`src/rtl/skid_buffer_x71_if.sv`:
```
// Valid/ready handshake bundle for the two-entry skid buffer.
// master = upstream/downstream driver side, slave = the buffer itself.
interface skid_buffer_x71_if #(
  parameter int LENGTH = 71
);
  logic              flush;
  logic              in_valid;
  logic              in_ready;
  logic [LENGTH-1:0] in_data;
  logic              out_valid;
  logic              out_ready;
  logic [LENGTH-1:0] out_data;
  logic [1:0]        occupancy;

  modport master (
    output flush,
    output in_valid,
    output in_data,
    output out_ready,
    input  in_ready,
    input  out_valid,
    input  out_data,
    input  occupancy
  );

  modport slave (
    input  flush,
    input  in_valid,
    input  in_data,
    input  out_ready,
    output in_ready,
    output out_valid,
    output out_data,
    output occupancy
  );
endinterface

```
`src/rtl/skid_buffer_x71.sv`:
```
// Two-entry valid/ready skid buffer for 71-bit micro-op payloads.
// Head register drives out_data, skid register holds the second entry.
// All outputs are register or state decode only, so no combinational
// path exists from the input side to the output side or back.
module skid_buffer_x71 #(
  parameter int LENGTH = 71
) (
  input  logic              clk,
  input  logic              reset,
  skid_buffer_x71_if.slave  bus
);

  typedef enum logic [1:0] {
    EMPTY = 2'd0,
    ONE   = 2'd1,
    FULL  = 2'd2
  } state_t;

  state_t            state_q, state_d;
  logic [LENGTH-1:0] head_q, head_d;
  logic [LENGTH-1:0] skid_q, skid_d;

  logic push;
  logic pop;

  // Output decode straight from the state register.
  assign bus.in_ready  = (state_q != FULL);
  assign bus.out_valid = (state_q != EMPTY);
  assign bus.out_data  = head_q;

  // Occupancy mirrors the legal encodings; the unreachable code reads as 0.
  always_comb begin
    bus.occupancy = 2'd0;
    case (state_q)
      ONE:     bus.occupancy = 2'd1;
      FULL:    bus.occupancy = 2'd2;
      default: bus.occupancy = 2'd0;
    endcase
  end

  assign push = bus.in_valid  & bus.in_ready;
  assign pop  = bus.out_valid & bus.out_ready;

  // Next-state and data-register load selection.
  always_comb begin
    state_d = state_q;
    head_d  = head_q;
    skid_d  = skid_q;
    if (bus.flush) begin
      // Squash: drop everything, including a push arriving this cycle.
      // Data registers keep stale contents; out_valid hides them.
      state_d = EMPTY;
    end else begin
      case (state_q)
        EMPTY: begin
          if (push) begin
            head_d  = bus.in_data;
            state_d = ONE;
          end
        end
        ONE: begin
          if (push && pop) begin
            head_d  = bus.in_data;
          end else if (push) begin
            skid_d  = bus.in_data;
            state_d = FULL;
          end else if (pop) begin
            state_d = EMPTY;
          end
        end
        FULL: begin
          // in_ready is low here, so only a pop can happen.
          if (pop) begin
            head_d  = skid_q;
            state_d = ONE;
          end
        end
        default: begin
          // Illegal encoding recovers to empty.
          state_d = EMPTY;
        end
      endcase
    end
  end

  // State and data registers with asynchronous clear.
  always_ff @(posedge clk or posedge reset) begin
    if (reset) begin
      state_q <= EMPTY;
      head_q  <= '0;
      skid_q  <= '0;
    end else begin
      state_q <= state_d;
      head_q  <= head_d;
      skid_q  <= skid_d;
    end
  end

endmodule

```
`src/flat_wrapper.sv`:
```
// flat-port wrapper written by rule: the top's interface ports become plain ports
module skid_buffer_x71_flat 
#(
  parameter int LENGTH = 71
)
  (clk, reset, bus_flush, bus_in_valid, bus_in_data, bus_out_ready, bus_in_ready, bus_out_valid, bus_out_data, bus_occupancy);
  skid_buffer_x71_if #(.LENGTH(LENGTH)) bus_i ();
  input  logic clk;
  input  logic reset;
  input wire logic [$bits(bus_i.flush)-1:0] bus_flush;
  input wire logic [$bits(bus_i.in_valid)-1:0] bus_in_valid;
  input wire logic [$bits(bus_i.in_data)-1:0] bus_in_data;
  input wire logic [$bits(bus_i.out_ready)-1:0] bus_out_ready;
  output wire logic [$bits(bus_i.in_ready)-1:0] bus_in_ready;
  output wire logic [$bits(bus_i.out_valid)-1:0] bus_out_valid;
  output wire logic [$bits(bus_i.out_data)-1:0] bus_out_data;
  output wire logic [$bits(bus_i.occupancy)-1:0] bus_occupancy;
  assign bus_i.flush = bus_flush;
  assign bus_i.in_valid = bus_in_valid;
  assign bus_i.in_data = bus_in_data;
  assign bus_i.out_ready = bus_out_ready;
  assign bus_in_ready = bus_i.in_ready;
  assign bus_out_valid = bus_i.out_valid;
  assign bus_out_data = bus_i.out_data;
  assign bus_occupancy = bus_i.occupancy;
  skid_buffer_x71 #(.LENGTH(LENGTH)) u_core (.clk(clk), .reset(reset), .bus(bus_i));
endmodule
```
`config.mk`:
```
export PLATFORM = sky130hd
export DESIGN_NAME = skid_buffer_x71_flat
export DESIGN_NICKNAME = d
export VERILOG_FILES = /design/src/rtl/skid_buffer_x71_if.sv /design/src/rtl/skid_buffer_x71.sv /design/src/flat_wrapper.sv
export SDC_FILE = /design/constraint.sdc
export NUM_CORES = 1
export LEC_CHECK = 0
export ABC_AREA = 0
export BUFFER_PORTS_ARGS = -buffer_cell sky130_fd_sc_hd__clkbuf_2
export CAP_MARGIN = 20
export CORE_MARGIN = 2
export CORE_UTILIZATION = 58
export DETAILED_ROUTE_END_ITERATION = 10
export MAX_ROUTING_LAYER = met4
export PLACE_DENSITY = 0.86
export RECOVER_POWER = 50
export REMOVE_ABC_BUFFERS = 1
export SYNTH_ARGS = -nofsm -noshare
export SYNTH_HDL_FRONTEND = slang
export SYNTH_SLANG_ARGS = --single-unit
```
`constraint.sdc`:
```
create_clock -name clk -period 11.1 [get_ports clk]
set_clock_uncertainty 0.05 [all_clocks]
set_input_delay 0.555 -clock clk [delete_from_list [all_inputs] [get_ports clk]]
set_output_delay 0.555 -clock clk [all_outputs]
set_load 0.02 [all_outputs]
```
==> impl_results.md <==
* Status: complete, but fails checks
* Failing checks: capacitance limit, slew limit
* EDFF count, synth at 0
* Number of different library cells in the post-synthesis netlist at 21
* Clock Root Buffer: sky130_fd_sc_hd__clkbuf_8
* I/O pin count at about 150
* Seq/Total Area, Yosys at roughly 58%
* Adder and majority cell fraction of the synthesized area at 0%
* # DRC at 0
* Combinational share of power at about a fifth
* Flop and latch count out of synthesis at between 100 and 150
* Avg Inst Size Synth at about 16 sq um
* Sequential group share of total power at 46.1%
* Simple-gate portion of the synthesized area at under 10%
* Netlist area before placement at approximately 6200 sq um
* Share of flip-flops with an asynchronous set or reset after synthesis at 100%
* Clock power frac at between 30% and 40%
* Compound-cell area share of the yosys netlist at less than 1%
* Per-cell via count in the routed design at 5.41
* Max Transition Viols Final at ~150
* Total Nets Final at roughly 620
* Top cell type by total area after synthesis: sky130_fd_sc_hd__dfrtp_1
* Max stage delay on crit path at about 2.8 ns
* Largest net degree at the start of global routing at 78
* Achievable frequency at about 180 MHz
* Category of the most critical setup path: input pin to asynchronous set/reset pin
* Static leakage power at about 3.4 nW
* Number of hold-repair buffers added at the cts stage at 0
* Arr. time, crit path at 5.16 ns
* Mean routed wirelength per cell at approximately 17 microns
* Slowest-stage cell, CP: sky130_fd_sc_hd__clkbuf_1
* Final hold violation count at 0
* Library cell with the highest instance count after synthesis: sky130_fd_sc_hd__mux2_2
* Die Y at roughly 110 microns
* Final ANT Viol Nets at 0
* Accumulated negative setup slack at 0 ns
* Final worst path period need at 5.49 ns
* Highest fanout seen on the critical path at between 70 and 80
* Total cell area at the placement stage at about 7100 sq um
* Xor/xnor share of the synthesized area at 0%
* Via count of the routed design at approximately 3.8k
* Number of antenna repair diodes at 0
* Estimated wirelength of the detail-placed design at approximately 8000 microns
* RSZ-0062 raised after global routing: no
* CTS sink count at roughly 140
* I/O Buffers at 150
* Number of fill cells in the layout at between 700 and 800
* Fraction of layout cells with a size suffix above 1 at between 50% and 60%
* Cell Int Power at roughly 1.1 mW
* Path category of the worst min-delay check: input pin to flop
* Standard-cell rows at 37
* Main flop type after synthesis: sky130_fd_sc_hd__dfrtp_1
* Switching power at roughly 0.44 mW
* Worst voltage drop across the vdd grid at around 120 uV
* Largest cells by area after synthesis: sky130_fd_sc_hd__dfrtp_1 58%, sky130_fd_sc_hd__mux2_2 38%, sky130_fd_sc_hd__buf_4 0.84%, sky130_fd_sc_hd__buf_2 0.72%, sky130_fd_sc_hd__clkbuf_1 0.24%
* Area Growth Syn to Fin at 21.1%
* Number of iterations in the first detailed-routing pass at 4
* Total Die Area at between 10000 and 15000 sq um
* CP endpoint kind: asynchronous set/reset pin
* Switching part of the total at 28.2%
* H-tree level count at 4
* Post-cts gate resize count at 0
* Final critical-path share of the clock period at just under 50%
* CTS tree: built
* Core footprint at between 10000 and 15000 sq um
* Vias in the first global route at between 3k and 4k
* Fin Hold WS at 0.227 ns
* Number of instances in the synthesized netlist at just under 400
* Crit path cell chain: clkbuf_2 > clkinvlp_2 > clkbuf_1
* Ranking of synthesized cells by instance count: 213 x sky130_fd_sc_hd__mux2_2, 144 x sky130_fd_sc_hd__dfrtp_1, 9 x sky130_fd_sc_hd__buf_2, 7 x sky130_fd_sc_hd__buf_4, 4 x sky130_fd_sc_hd__clkbuf_1
* Placer congestion estimate at 0.749
* Tightest Pin Transition at just under 4 ns
* Max-cap violations at 2
* Post-detailed-routing wire length at 12100 microns
* Startpoint class of the critical path: input pin
* Number of clock buffers inserted by TritonCTS at 17
* Overall die width at ~110 microns
* Proportion of synthesized area in mux cells at 38.6%
* Starting DRT DRC Count at 173
* Initial Utilization at 60.2%
* Later-pin clock latency in the skew report at about 0.52 ns
* Data required time of the worst path at approximately 11 ns
* Total power per unit cell area at 206 nW/um^2
* Clk buf depth at 2
* Yosys synthesis warning count at 0
* Grt total ovfl at 0
* Global-route wire length before repair at between 15000 and 20000 microns
* Post-CTS repair timing setup buffer count at 0
* Post-layout instance area at around 7600 sq um
* Final setup violating endpoints at 0
* Synth top area share at roughly 58%
* Total routing resource utilization after global routing at 22.5%
* Headroom to the max-slew limit at -159%
* Combinational family with the most area after synthesis: multiplexers
* Initial antenna violation count at 0
* Clock-pin slew reported for the worst setup and hold paths after clock tree synthesis at roughly 0.060 ns
[layout make-up]
class | instances | area (sq um) | share of cell area, %
clock inverters | 10 | 116 | 1.54
clock buffers | 20 | 425 | 5.63
multi-input cells | 229 | 2530 | 33.5
flip-flops and latches | 144 | 3600 | 47.7
well taps | 136 | 170 | 2.25
inverters | 2 | 8.76 | 0.116
repair buffers | 154 | 701 | 9.27
[cell families (layout without fill, tap and decap cells)]
group,count (synthesis),after routing
buffers and inverters,24,186
and+or+nand+nor,11,11
DFF,144,144
muxes,214,214
AOI/OAI and AO/OA,4,4
[flip-flops by register name, summed over array words and instances (netlist names)]
signal and count:
u_core.bus.out_data 71, u_core.state_q 2, u_core.skid_q 71
[final timing paths]
kind | start | endpoint | cells after the start | slack, ns
setup / recovery | reset | u_core.skid_q[43] | 3 | 5.61
hold / removal | bus_in_data[45] | u_core.skid_q[45] | 2 | 0.23
setup reg to reg | u_core.state_q[1] | u_core.bus.out_data[23] | 4 | 8.30
hold reg to reg | u_core.skid_q[8] | u_core.skid_q[8] | 1 | 0.45
max in group clk | u_core.state_q[0] | bus_occupancy[1] | 4 | 7.96
min in group asynchronous | reset | u_core.state_q[0] | 2 | 0.77
[critical path: cells and delay by family]
family | cells | cell delay [ns]
buffers and inverters | 3 | 4.51
[power groups by stage]
stage,Clock (mW),Sequential [mW],Combinational [mW]
2_1_floorplan,0,0.778,0.160
3_3_place_gp,0,0.716,0.317
3_5_place_dp,0,0.727,0.329
4_1_cts,0.537,0.720,0.331
5_1_grt,0.562,0.735,0.337
6_report,0.529,0.719,0.312
[routing by layer]
metal | wire [microns] | up-vias | GRT usage [%] | part of all wire, %
met1 | 5390 | 1902 | 29.0 | 45
met5 | 0 | - | - | 0
met2 | 5760 | 115 | 34.0 | 48
li1 | - | 1734 | - | -
met4 | 77 | 0 | 5.95 | 0.64
met3 | 872 | 7 | 8.17 | 7.2
[cells in the final DEF, fill, tap and decap left out, drive strengths merged]
| master | instances |
|---|---|
| a21oi | 2 |
| buf | 3 |
| bufinv | 2 |
| clkbuf | 171 |
| clkinv | 6 |
| clkinvlp | 3 |
| dfrtp | 144 |
| inv | 1 |
| mux2 | 213 |
| mux2i | 1 |
| nand2 | 1 |
| nand2b | 1 |
| nand3 | 1 |
| nor2 | 2 |
| nor2b | 2 |
| nor3 | 1 |
| o21ba | 1 |
| o31ai | 1 |
| or2 | 1 |
| or3b | 1 |
| or4bb | 1 |
[through the flow]
step | instances | util (%) | worst slack (ns) | power [mW]
final | 695 | 72.9 | 5.61 | 1.56
after global routing | 695 | 72.9 | 4.23 | 1.63
after CTS | 695 | 73.8 | 7.92 | 1.59
after detailed placement | 665 | 68.6 | 8.10 | 1.06
after global placement | 664 | 68.4 | 8.16 | 1.03
after floorplan | 375 | - | 6.63 | 0.939
No activity file was read; power rests on OpenSTA's default activity.
